### src/rtl/nrisc_mux_pkg.sv
// nrisc_mux_pkg: shared constants and helpers for the NRISC channel mux.
// Optional burst lock is enabled with the NRISC_MUX_LOCK_EN macro.
package nrisc_mux_pkg;

  localparam int MUX_MODE_SEL = 0;
  localparam int MUX_MODE_RR  = 1;

  // Widest flattened bus and channel word the helper can slice.
  localparam int MUX_BUS_MAX = 2048;
  localparam int MUX_TAM_MAX = 64;

  function automatic int sel_width(input int n);
    return (n > 1) ? $clog2(n) : 1;
  endfunction

  function automatic logic [MUX_TAM_MAX-1:0] chan_word(
    input logic [MUX_BUS_MAX-1:0] bus,
    input int                     k,
    input int                     tam
  );
    logic [MUX_BUS_MAX-1:0] sh;
    sh = bus >> (k * tam);
    return sh[MUX_TAM_MAX-1:0];
  endfunction

endpackage

### src/rtl/nrisc_rr_arbiter.sv
// nrisc_rr_arbiter: combinational round-robin pick, searching from ptr+1.
// Pointer state is owned by the parent (nrisc_mux_arb).
module nrisc_rr_arbiter #(
  parameter int N    = 16,
  parameter int SELW = 4
) (
  input  logic [N-1:0]    req,
  input  logic [SELW-1:0] ptr,
  output logic [SELW-1:0] gnt,
  output logic            gnt_vld
);

  // First requester after ptr wins, wrapping modulo N.
  always_comb begin
    logic [SELW-1:0] idx;
    gnt     = '0;
    gnt_vld = 1'b0;
    idx     = '0;
    for (int i = 1; i <= N; i++) begin
      idx = SELW'((int'(ptr) + i) % N);
      if (!gnt_vld && req[idx]) begin
        gnt     = idx;
        gnt_vld = 1'b1;
      end
    end
  end

endmodule

### src/rtl/nrisc_mux_arb.sv
// nrisc_mux_arb: N-channel registered mux, external select or round-robin.
// Define NRISC_MUX_LOCK_EN to add burst lock via MUX_last_in/MUX_last_out.
module nrisc_mux_arb
  import nrisc_mux_pkg::*;
#(
  parameter int TAM  = 16,
  parameter int N    = 16,
  parameter int MODE = MUX_MODE_SEL,
  localparam int SELW = sel_width(N)
) (
  input  logic            MUX_clk,
  input  logic            MUX_rst_n,
  input  logic [N*TAM-1:0] MUX_in,
  input  logic [N-1:0]    MUX_valid_in,
  output logic [N-1:0]    MUX_ready_out,
  input  logic [SELW-1:0] MUX_sel,
  output logic [TAM-1:0]  MUX_Out,
  output logic            MUX_valid_out,
  input  logic            MUX_ready_in,
`ifdef NRISC_MUX_LOCK_EN
  input  logic [N-1:0]    MUX_last_in,
  output logic            MUX_last_out,
`endif
  output logic [SELW-1:0] MUX_grant
);

  logic [SELW-1:0]        base;
  logic                   base_vld;
  logic [SELW-1:0]        cand;
  logic                   cand_vld;
  logic                   load;
  logic                   xfer;
  logic [MUX_TAM_MAX-1:0] wide;
  logic [TAM-1:0]         word;

  if (MODE == MUX_MODE_RR) begin : g_rr
    logic [SELW-1:0] ptr;
    logic [SELW-1:0] gnt;
    logic            gvld;
    logic            unused_sel;

    assign unused_sel = ^MUX_sel;

    nrisc_rr_arbiter #(
      .N    (N),
      .SELW (SELW)
    ) u_arb (
      .req     (MUX_valid_in),
      .ptr     (ptr),
      .gnt     (gnt),
      .gnt_vld (gvld)
    );

    // Pointer follows the last granted channel; reset gives channel 0 priority.
    always_ff @(posedge MUX_clk) begin
      if (!MUX_rst_n) begin
        ptr <= SELW'(N - 1);
      end else if (xfer) begin
        ptr <= cand;
      end
    end

    assign base     = gnt;
    assign base_vld = gvld;
  end else begin : g_sel
    assign base     = MUX_sel;
    assign base_vld = (int'(MUX_sel) < N);
  end

`ifdef NRISC_MUX_LOCK_EN
  logic            lock;
  logic [SELW-1:0] lock_ch;

  // Lock holds the channel between a non-last and a last transfer.
  always_ff @(posedge MUX_clk) begin
    if (!MUX_rst_n) begin
      lock    <= 1'b0;
      lock_ch <= '0;
    end else if (xfer) begin
      lock    <= ~MUX_last_in[cand];
      lock_ch <= cand;
    end
  end
`endif

  // Candidate channel: mode choice, overridden by an active lock.
  always_comb begin
    cand     = base;
    cand_vld = base_vld;
`ifdef NRISC_MUX_LOCK_EN
    if (lock) begin
      cand     = lock_ch;
      cand_vld = 1'b1;
    end
`endif
  end

  assign load = ~MUX_valid_out | MUX_ready_in;
  assign xfer = MUX_rst_n & load & cand_vld & MUX_valid_in[cand];
  assign wide = chan_word(MUX_BUS_MAX'(MUX_in), int'(cand), TAM);
  assign word = wide[TAM-1:0];

  assign MUX_ready_out =
    xfer ? ({{(N-1){1'b0}}, 1'b1} << cand) : '0;

  // Output register: load on transfer, empty on idle load, hold on stall.
  always_ff @(posedge MUX_clk) begin
    if (!MUX_rst_n) begin
      MUX_Out       <= '0;
      MUX_valid_out <= 1'b0;
      MUX_grant     <= '0;
    end else if (load) begin
      if (xfer) begin
        MUX_Out       <= word;
        MUX_grant     <= cand;
        MUX_valid_out <= 1'b1;
      end else begin
        MUX_valid_out <= 1'b0;
      end
    end
  end

`ifdef NRISC_MUX_LOCK_EN
  // End-of-burst flag travels with the data word.
  always_ff @(posedge MUX_clk) begin
    if (!MUX_rst_n) begin
      MUX_last_out <= 1'b0;
    end else if (xfer) begin
      MUX_last_out <= MUX_last_in[cand];
    end
  end
`endif

endmodule

### config.mk
export PLATFORM = sky130hd
export DESIGN_NAME = nrisc_mux_arb
export DESIGN_NICKNAME = d
export VERILOG_FILES = /design/src/rtl/nrisc_mux_pkg.sv /design/src/rtl/nrisc_rr_arbiter.sv /design/src/rtl/nrisc_mux_arb.sv
export SDC_FILE = /design/constraint.sdc
export NUM_CORES = 1
export LEC_CHECK = 0
export CORE_MARGIN = 10
export CORE_UTILIZATION = 30
export CTS_CLUSTER_DIAMETER = 120
export DETAILED_ROUTE_END_ITERATION = 8
export GPL_ROUTABILITY_DRIVEN = 0
export GPL_TIMING_DRIVEN = 0
export PLACE_DENSITY = 0.83
export SLEW_MARGIN = 20
export SYNTH_ARGS = -nofsm -noshare
export SYNTH_HDL_FRONTEND = slang
export SYNTH_SLANG_ARGS = --single-unit
### constraint.sdc
create_clock -name MUX_clk -period 3.1 [get_ports MUX_clk]
set_input_delay 0.775 -clock MUX_clk [delete_from_list [all_inputs] [get_ports MUX_clk]]
set_output_delay 0.775 -clock MUX_clk [all_outputs]
set_load 0.05 [all_outputs]
==> reports/summary.txt <==
Post-Syn Area -> 3110 um^2
DR vias -> 4036
Comb pwr share -> 0.662
final hold violations -> 0
I/O Buffers -> 313
met1 usage -> 0.276
clock sinks -> 21
Setup Skew -> 0.938 ps
Lkg Pwr -> 0.00240 uW
minimum clock period -> 3080 ps
number of synthesized register bits -> 21
WS Path Type -> in2out
vias in the first global route -> 4535
Slew @ Worst Pin -> 716 ps
Post-Synthesis Mean Instance Area -> 11.2 um^2
antenna violations before repair -> 2
hold path cells -> 2
Netlist cell types -> 32
P_sw -> 483 uW
Clock Tree Root -> clkbuf_8
Peak Freq -> 325 MHz
Filler Cell Count -> 814
DIE WIDTH -> 122 um
largest net degree at the start of global routing -> 13
Sequential Area -> 420 um^2
Worst Path Required -> 2320 ps
Pwr Density -> 216 nW/um^2
# nets final -> 876
number of nets still failing antenna checks after routing -> 0
total grt overflow -> 0
First DRT Iteration DRCs -> 270
switching share of total power -> 0.338
Synthesized Nets -> 556
internal power -> 948 uW
# DRC -> 0
Area after DPL -> 6460 um^2
CP endpoint kind -> output pin
first-pass GRT wire length -> 28.2 mm
drt total wl -> 19.6 mm
Rows -> 37
hold path start -> MUX_grant[1]
max incr delay on CP -> 480 ps
delay-heaviest family, CP -> buffers and inverters
IO Pins -> 316
Top Usage Layer GRT -> met2
fin. max-slew vios -> 0
CP cell instances -> clkdlybuf4s50_1, mux2_2, o221a_1, and3_4, nand2_8, nor2_2, buf_6
WHS Endpoint -> MUX_grant[1]
Crit Reg-Reg Endpoint -> MUX_Out[14]
dpl hpwl -> 17.2 mm
Yosys Warn Count -> 0
Critical path buffers and inverters -> 2
worst path arrival time -> 2310 ps
worst-path fanout max -> 4
core area -> 10200 um^2
Max Cap Violations -> 0
Slew headroom -> 0.523
met2 usage -> 0.448
r2r worst-path depth -> 7
run status -> finished clean
die height -> 122 um
H-tree depth -> 1
met3 Use GR -> 0.0860
Skew-Pair Late Insertion Delay -> 260 ps
Post-CTS Hold Buffers -> 0
WL/cell -> 26.7 um
Hold Path Class -> reg2reg
gr usage total -> 0.254
Final Cycle Share -> 0.994
Seq pwr share -> 0.212
CTS max path bufs -> 2
layout cell share with drive strength beyond 1 -> 0.268
startpoint type of the worst setup path -> primary input
reg2reg start -> MUX_valid_out
CP max-delay cell -> clkdlybuf4s50_1
Hold Slack -> 460 ps
TritonCTS clock tree -> built
Inserted Clock Buffers -> 3
Reg clk slew, reported paths -> 70 ps
Initial Utilization -> 0.304
Post-Syn Instances -> 277
area grow syn2layout -> 113%
DIE AREA -> 14800 um^2
Avg Vias per Cell -> 5.50
post-synthesis sequential area ratio -> 0.135
post-route cell area -> 6630 um^2
r2r setup slk -> 1500 ps
area of the multi-input gates -> 2580 um^2
Final Setup Violations -> 0
DR pass1 iterations -> 6
Clk pwr share -> 0.126
VDD IR max -> 0.000179 V
-- final cells by class --
cell class / count / area share
well taps: 136 / 0.0257
repair buffers: 318 / 0.481
clock inverters: 1 / 0.000755
plain buffers: 31 / 0.0328
diodes: 2 / 0.000755
inverters: 1 / 0.000566
clock buffers: 3 / 0.00623
multi-input cells: 221 / 0.389
flip-flops and latches: 21 / 0.0634
-- state kept, by name (all words and copies together), names as in the netlist --
| name | flops |
|---|---|
| MUX_Out | 16 |
| MUX_grant | 4 |
| MUX_valid_out | 1 |
-- Yosys cell counts --
cell type / number / share of area
and4_4: 1 / 0.0036
and2_1: 2 / 0.0040
clkinv_1: 1 / 0.0012
clkbuf_1: 5 / 0.0060
nand2_1: 24 / 0.029
or2_1: 1 / 0.0020
nor3_1: 8 / 0.013
o21ai_1: 4 / 0.0064
and3_4: 1 / 0.0036
nor3_2: 1 / 0.0032
buf_2: 11 / 0.018
a22oi_1: 32 / 0.077
dfxtp_1: 21 / 0.14
buf_1: 4 / 0.0048
a31oi_1: 1 / 0.0020
mux4_2: 65 / 0.47
nand2b_1: 3 / 0.0060
nand4_2: 1 / 0.0040
mux2i_1: 3 / 0.0097
mux2_1: 2 / 0.0072
nand2b_4: 1 / 0.0044
o221a_1: 1 / 0.0036
buf_6: 11 / 0.040
nand3_1: 18 / 0.029
nor2b_1: 3 / 0.0060
nand2_2: 1 / 0.0020
o21ai_2: 18 / 0.051
mux2_4: 1 / 0.0048
a2bb2oi_2: 1 / 0.0048
nor2_1: 11 / 0.013
buf_4: 3 / 0.0072
a21oi_1: 17 / 0.027
-- logic make-up (layout without fill, tap and decap cells) --
family | count (synthesis) | in the layout | synth area share
and+or+nand+nor | 76 | 76 | 0.123
buffers and inverters | 35 | 354 | 0.0769
AOI/OAI and AO/OA | 74 | 74 | 0.172
DFF | 21 | 21 | 0.135
muxes | 71 | 71 | 0.493
other | 0 | 2 | 0
-- layout by cell type, fill, tap and decap left out, types with 5 or more instances in the layout --
master / instances
a22oi_1: 32
clkdlybuf4s50_1: 291
o21ai_2: 18
nor2_2: 5
a21oi_1: 16
dfxtp_1: 21
nand2_1: 22
mux4_2: 65
buf_2: 9
nand3_1: 17
buf_4: 12
buf_6: 21
clkbuf_1: 5
-- worst register-to-register path: stages, from the launching register on --
cell,delay (ps)
dfxtp_1,310
nand2b_1,100
and2_2,210
and4_4,260
buf_4,230
buf_6,190
o21ai_2,60
a21oi_1,150
-- power groups by stage --
stage                     Sequential [uW]  Combinational [uW]  Clock [uW]
after floorplan                       386                 360           0
after global placement                309                 910           0
after detailed placement              310                 928           0
after CTS                             304                 942         183
after global routing                  306                1000         193
final                                 304                 947         180
-- per-stage QoR --
| stage | instances | util | setup TNS, ps | total power, uW | worst slack (ps) |
|---|---|---|---|---|---|
| after floorplan | 277 | - | -1710 | 746 | -350 |
| after global placement | 726 | 0.632 | -15260 | 1220 | -1130 |
| after detailed placement | 726 | 0.632 | -15580 | 1240 | -1130 |
| after CTS | 732 | 0.641 | 0 | 1430 | 1.46 |
| after global routing | 734 | 0.648 | -12.9 | 1500 | -12.9 |
| final | 734 | 0.648 | 0 | 1430 | 18.8 |
-- per-layer routing --
layer  wire [um]  part of all wire
met1        7150              0.37
met2       10000              0.51
met3        1830             0.093
met4         584             0.030
met5           0                 0
-- repair_timing --
action / 4_1_cts / 5_1_grt
pin swaps: 2 / 4
resized for setup: 122 / 23
buffers inserted: 4 / 1
setup endpoints to repair: 16 / 16
-- how the worst max path moves through the flow --
stage | startpoint | to | slack, ps | cells after the start
after floorplan | MUX_sel[0] | MUX_ready_out[0] | -350 | 7
after global placement | MUX_sel[2] | MUX_ready_out[11] | -1130 | 9
after detailed placement | MUX_sel[2] | MUX_ready_out[15] | -1130 | 9
after CTS | MUX_valid_in[4] | MUX_ready_out[0] | 1 | 7
after global routing | MUX_valid_in[10] | MUX_ready_out[14] | -10 | 7
final | MUX_valid_in[10] | MUX_ready_out[14] | 20 | 7
Power figures use the tool's default switching activity.
==> variant 1, RTL diff (same settings) <==
Set the parameter `TAM` to 17 (it was 16).
--- a/src/rtl/nrisc_mux_arb.sv
+++ b/src/rtl/nrisc_mux_arb.sv
@@ -3,7 +3,7 @@
 module nrisc_mux_arb
   import nrisc_mux_pkg::*;
 #(
-  parameter int TAM  = 16,
+  parameter int TAM  = 17,
   parameter int N    = 16,
   parameter int MODE = MUX_MODE_SEL,
   localparam int SELW = sel_width(N)
Interface: changed (resized MUX_Out and MUX_in); port bits go from 316 to 333. The function was not compared with the original's and may differ.
==> variant 1 against the original RTL <==
- register-to-register slack worse by 0.17 ns
- wire length is 5.4% higher
- synthesized area is 1.1% higher
- cell area is 4.9% higher
- sequential cell count is 1 higher
- sequential power is 5% higher
- worst setup slack better by 0.049 ns
- power is 3.6% higher
==> variant 1: results <==
[placement]
dpl.hpwl_mm = 18.2
placed_area_um2 = 6700
dp.cells = 756
io_buffers = 331

[critical_path]
ff2ff_setup_slack_ns = 1.33
cp.arrival_ns = 2.26
critPathLaunch = "MUX_valid_in[12]"
worstPathMaxFanout = 10

[finish]
fill_cells = 795
fin_nets = 928
top_regs = "MUX_Out: 17 flops, MUX_grant: 4 flops, MUX_valid_out: 1 flops"
final_cell_area_um2 = 6960
num_antenna_cells = 0
final_cells = 767
drive_gt1_share_pct = 25.7

[power]
ir_drop_mv = 0.162

[run_status]
status = "complete, no violations"

[synthesis]
synth_common_cells = "69 x mux4_2, 34 x a22oi_1, 25 x nand2_1"
ys_top_cells_by_area = "mux4_2 49%, dfxtp_1 14%, a22oi_1 8.1%"
syn_inst = 289

[global_routing]
grt_max_degree = 17
grt_pass1_vias = 4860

[route]
drtPass1Iterations = 4
drtIter0Drc = 306

[timing]
timing.final.crit_share_pct = 97.8

[min_path]
hold_path_end = "MUX_Out[2]"
[variant 1: cell types whose count changed in the layout (fill, tap and decap cells not counted), moves of 3 or more]
cell,before,now
buf_2,9,12
nor3_2,4,9
buf_4,12,24
buf_6,21,11
nor3_1,3,0
nor2_2,5,1
o21ai_1,4,21
dlygate4sd2_1,2,8
mux4_2,65,69
o21ai_2,18,0
buf_8,1,5
nor2_4,3,7
clkdlybuf4s50_1,291,304
[variant 1: report_power, final]
| part | total, µW | switching (µW) | internal, µW |
|---|---|---|---|
| clock network | 173 | 86.1 | 86.6 |
| logic | 993 | 395 | 598 |
| registers | 318 | 11.9 | 306 |
| total | 1480 | 493 | 991 |
[variant 1: layout make-up]
type                    instances  area share (%)
repair buffers                342            48.8
multi-input cells             230            38.6
flip-flops and latches         22            6.33
plain buffers                  33            3.15
well taps                     136            2.45
clock buffers                   3           0.594
inverters                       1          0.0540
[variant 1: kinds of logic (layout without fill, tap and decap cells)]
| family | Yosys count | in the layout | share of synthesized area (%) |
|---|---|---|---|
| and+or+nand+nor | 77 | 77 | 12.2 |
| DFF | 22 | 22 | 14.0 |
| muxes | 74 | 74 | 51.2 |
| buffers and inverters | 37 | 379 | 6.77 |
| AOI/OAI and AO/OA | 79 | 79 | 15.9 |
[variant 1: timing repair]
action                                  in CTS  in global routing
gates cloned                                 0                  0
endpoints found under the setup margin      16                 16
pin swaps                                   10                  6
gates resized for setup                    149                 13
setup buffers                                9                  2
[variant 1: routing by layer]
metal  vias to the layer above  track usage, %  part of all wire (%)
li1                       1887               -                     -
met2                       265            47.9                    54
met1                      2107            28.1                    34
met4                         2            4.49                   1.8
met3                        33            9.32                    11
met5                         -               0                 0.063
==> variant 2, RTL diff (same flow settings) <==
Made on the original files. Build with the macro `NRISC_MUX_LOCK_EN` defined.
--- a/src/rtl/nrisc_mux_arb.sv
+++ b/src/rtl/nrisc_mux_arb.sv
@@ -1,5 +1,7 @@
 // nrisc_mux_arb: N-channel registered mux, external select or round-robin.
 // Define NRISC_MUX_LOCK_EN to add burst lock via MUX_last_in/MUX_last_out.
+`define NRISC_MUX_LOCK_EN
+
 module nrisc_mux_arb
   import nrisc_mux_pkg::*;
 #(
Interface: changed (added MUX_last_in and MUX_last_out); port bits go from 316 to 333. The function was not compared with the original's and may differ.
==> variant 2 against the original RTL <==
- the run now ends with negative setup slack left
- cell area up 26%
- maximum frequency down 8.1%
- count of clock-buffer cells in the layout unchanged
- worst setup slack worse by 0.27 ns
- synthesized area up 32%
- power rose to 2.5 times the old value
- final cell count up 49%
- wire length up 45%
- sequential cell count up 6
- clock skew up 0.0043 ns
==> variant 2: results <==
[run_status]
status = "finished, violations left"
failed_checks = "negative setup slack"

[synthesis]
yosys.cell_types.count = 60
synth_seq_area_share_pct = 13.2
ys_top_cells_by_area = "dfxtp_1 13%, a21oi_1 9.0%, mux2i_1 7.8%"

[finish]
comb.multi_input.count = 464
nNonClkInverters = 9
area_growth_syn_to_layout_pct = 103
buffers = 414
num_antenna_cells = 3
drive_gt1_share_pct = 14.8
fill_cells = 1189

[global_routing]
grt.met3_usage_pct = 7.59
grt_pass1_wl_mm = 40.2
grt_use_met1_pct = 31.4
grt_usage_pct = 27.6
met2_usage_pct = 48.4
grt_pass1_vias = 6700

[min_path]
hold_path.startpoint = "MUX_last_out"

[critical_path]
crit_slowest_cell = "o32a_4"
rr_worst_depth = 9

[power]
pwr-share-seq_pct = 13.9

[placement]
dp.cells = 1074
dpl.hpwl_mm = 22.8
placed_area_um2 = 7850
pre_cts_slack_ns = -1.56

[clocking]
cts_root_buffer = "clkbuf_16"
post_cts.repair.setup_buffers = 10

[route]
drtPass1Iterations = 7
routed_wl_mm = 28.4
num_vias = 6632
wl_met1_mm = 10.1
wl_met3_mm = 3.31
wl_met2_mm = 13.9
vias_per_cell = 6.05

[timing]
worst_slack_ns = -0.254
finalSetupViolCount = 16
tns_ns = -3.43
tightest_slew_ns = 1.02
-- variant 2: cell types whose count changed in the layout (fill, tap and decap cells not counted), sizes merged, moves of 20 or more --
cell    unedited run  this run
a21oi             17        75
mux2i              3        32
a222oi             0        27
nor2              11        46
clkbuf             9        42
mux4              65         8
a21o               0        20
-- variant 2: worst max path at each step --
stage,start,depth (start not counted),end,slack [ns]
2_1_floorplan,MUX_sel[0],9,MUX_ready_out[0],-0.06
4_1_cts,MUX_sel[0],10,MUX_ready_out[13],-0.24
6_report,MUX_sel[0],10,MUX_ready_out[9],-0.25
3_5_place_dp,MUX_sel[3],9,MUX_ready_out[1],-1.56
3_3_place_gp,MUX_sel[3],9,MUX_ready_out[3],-1.51
5_1_grt,MUX_sel[0],10,MUX_ready_out[9],-0.28
-- variant 2: cell families after synthesis --
family / Yosys count
flops: 27
simple gates: 138
buf+inv: 76
compound gates: 281
mux: 45
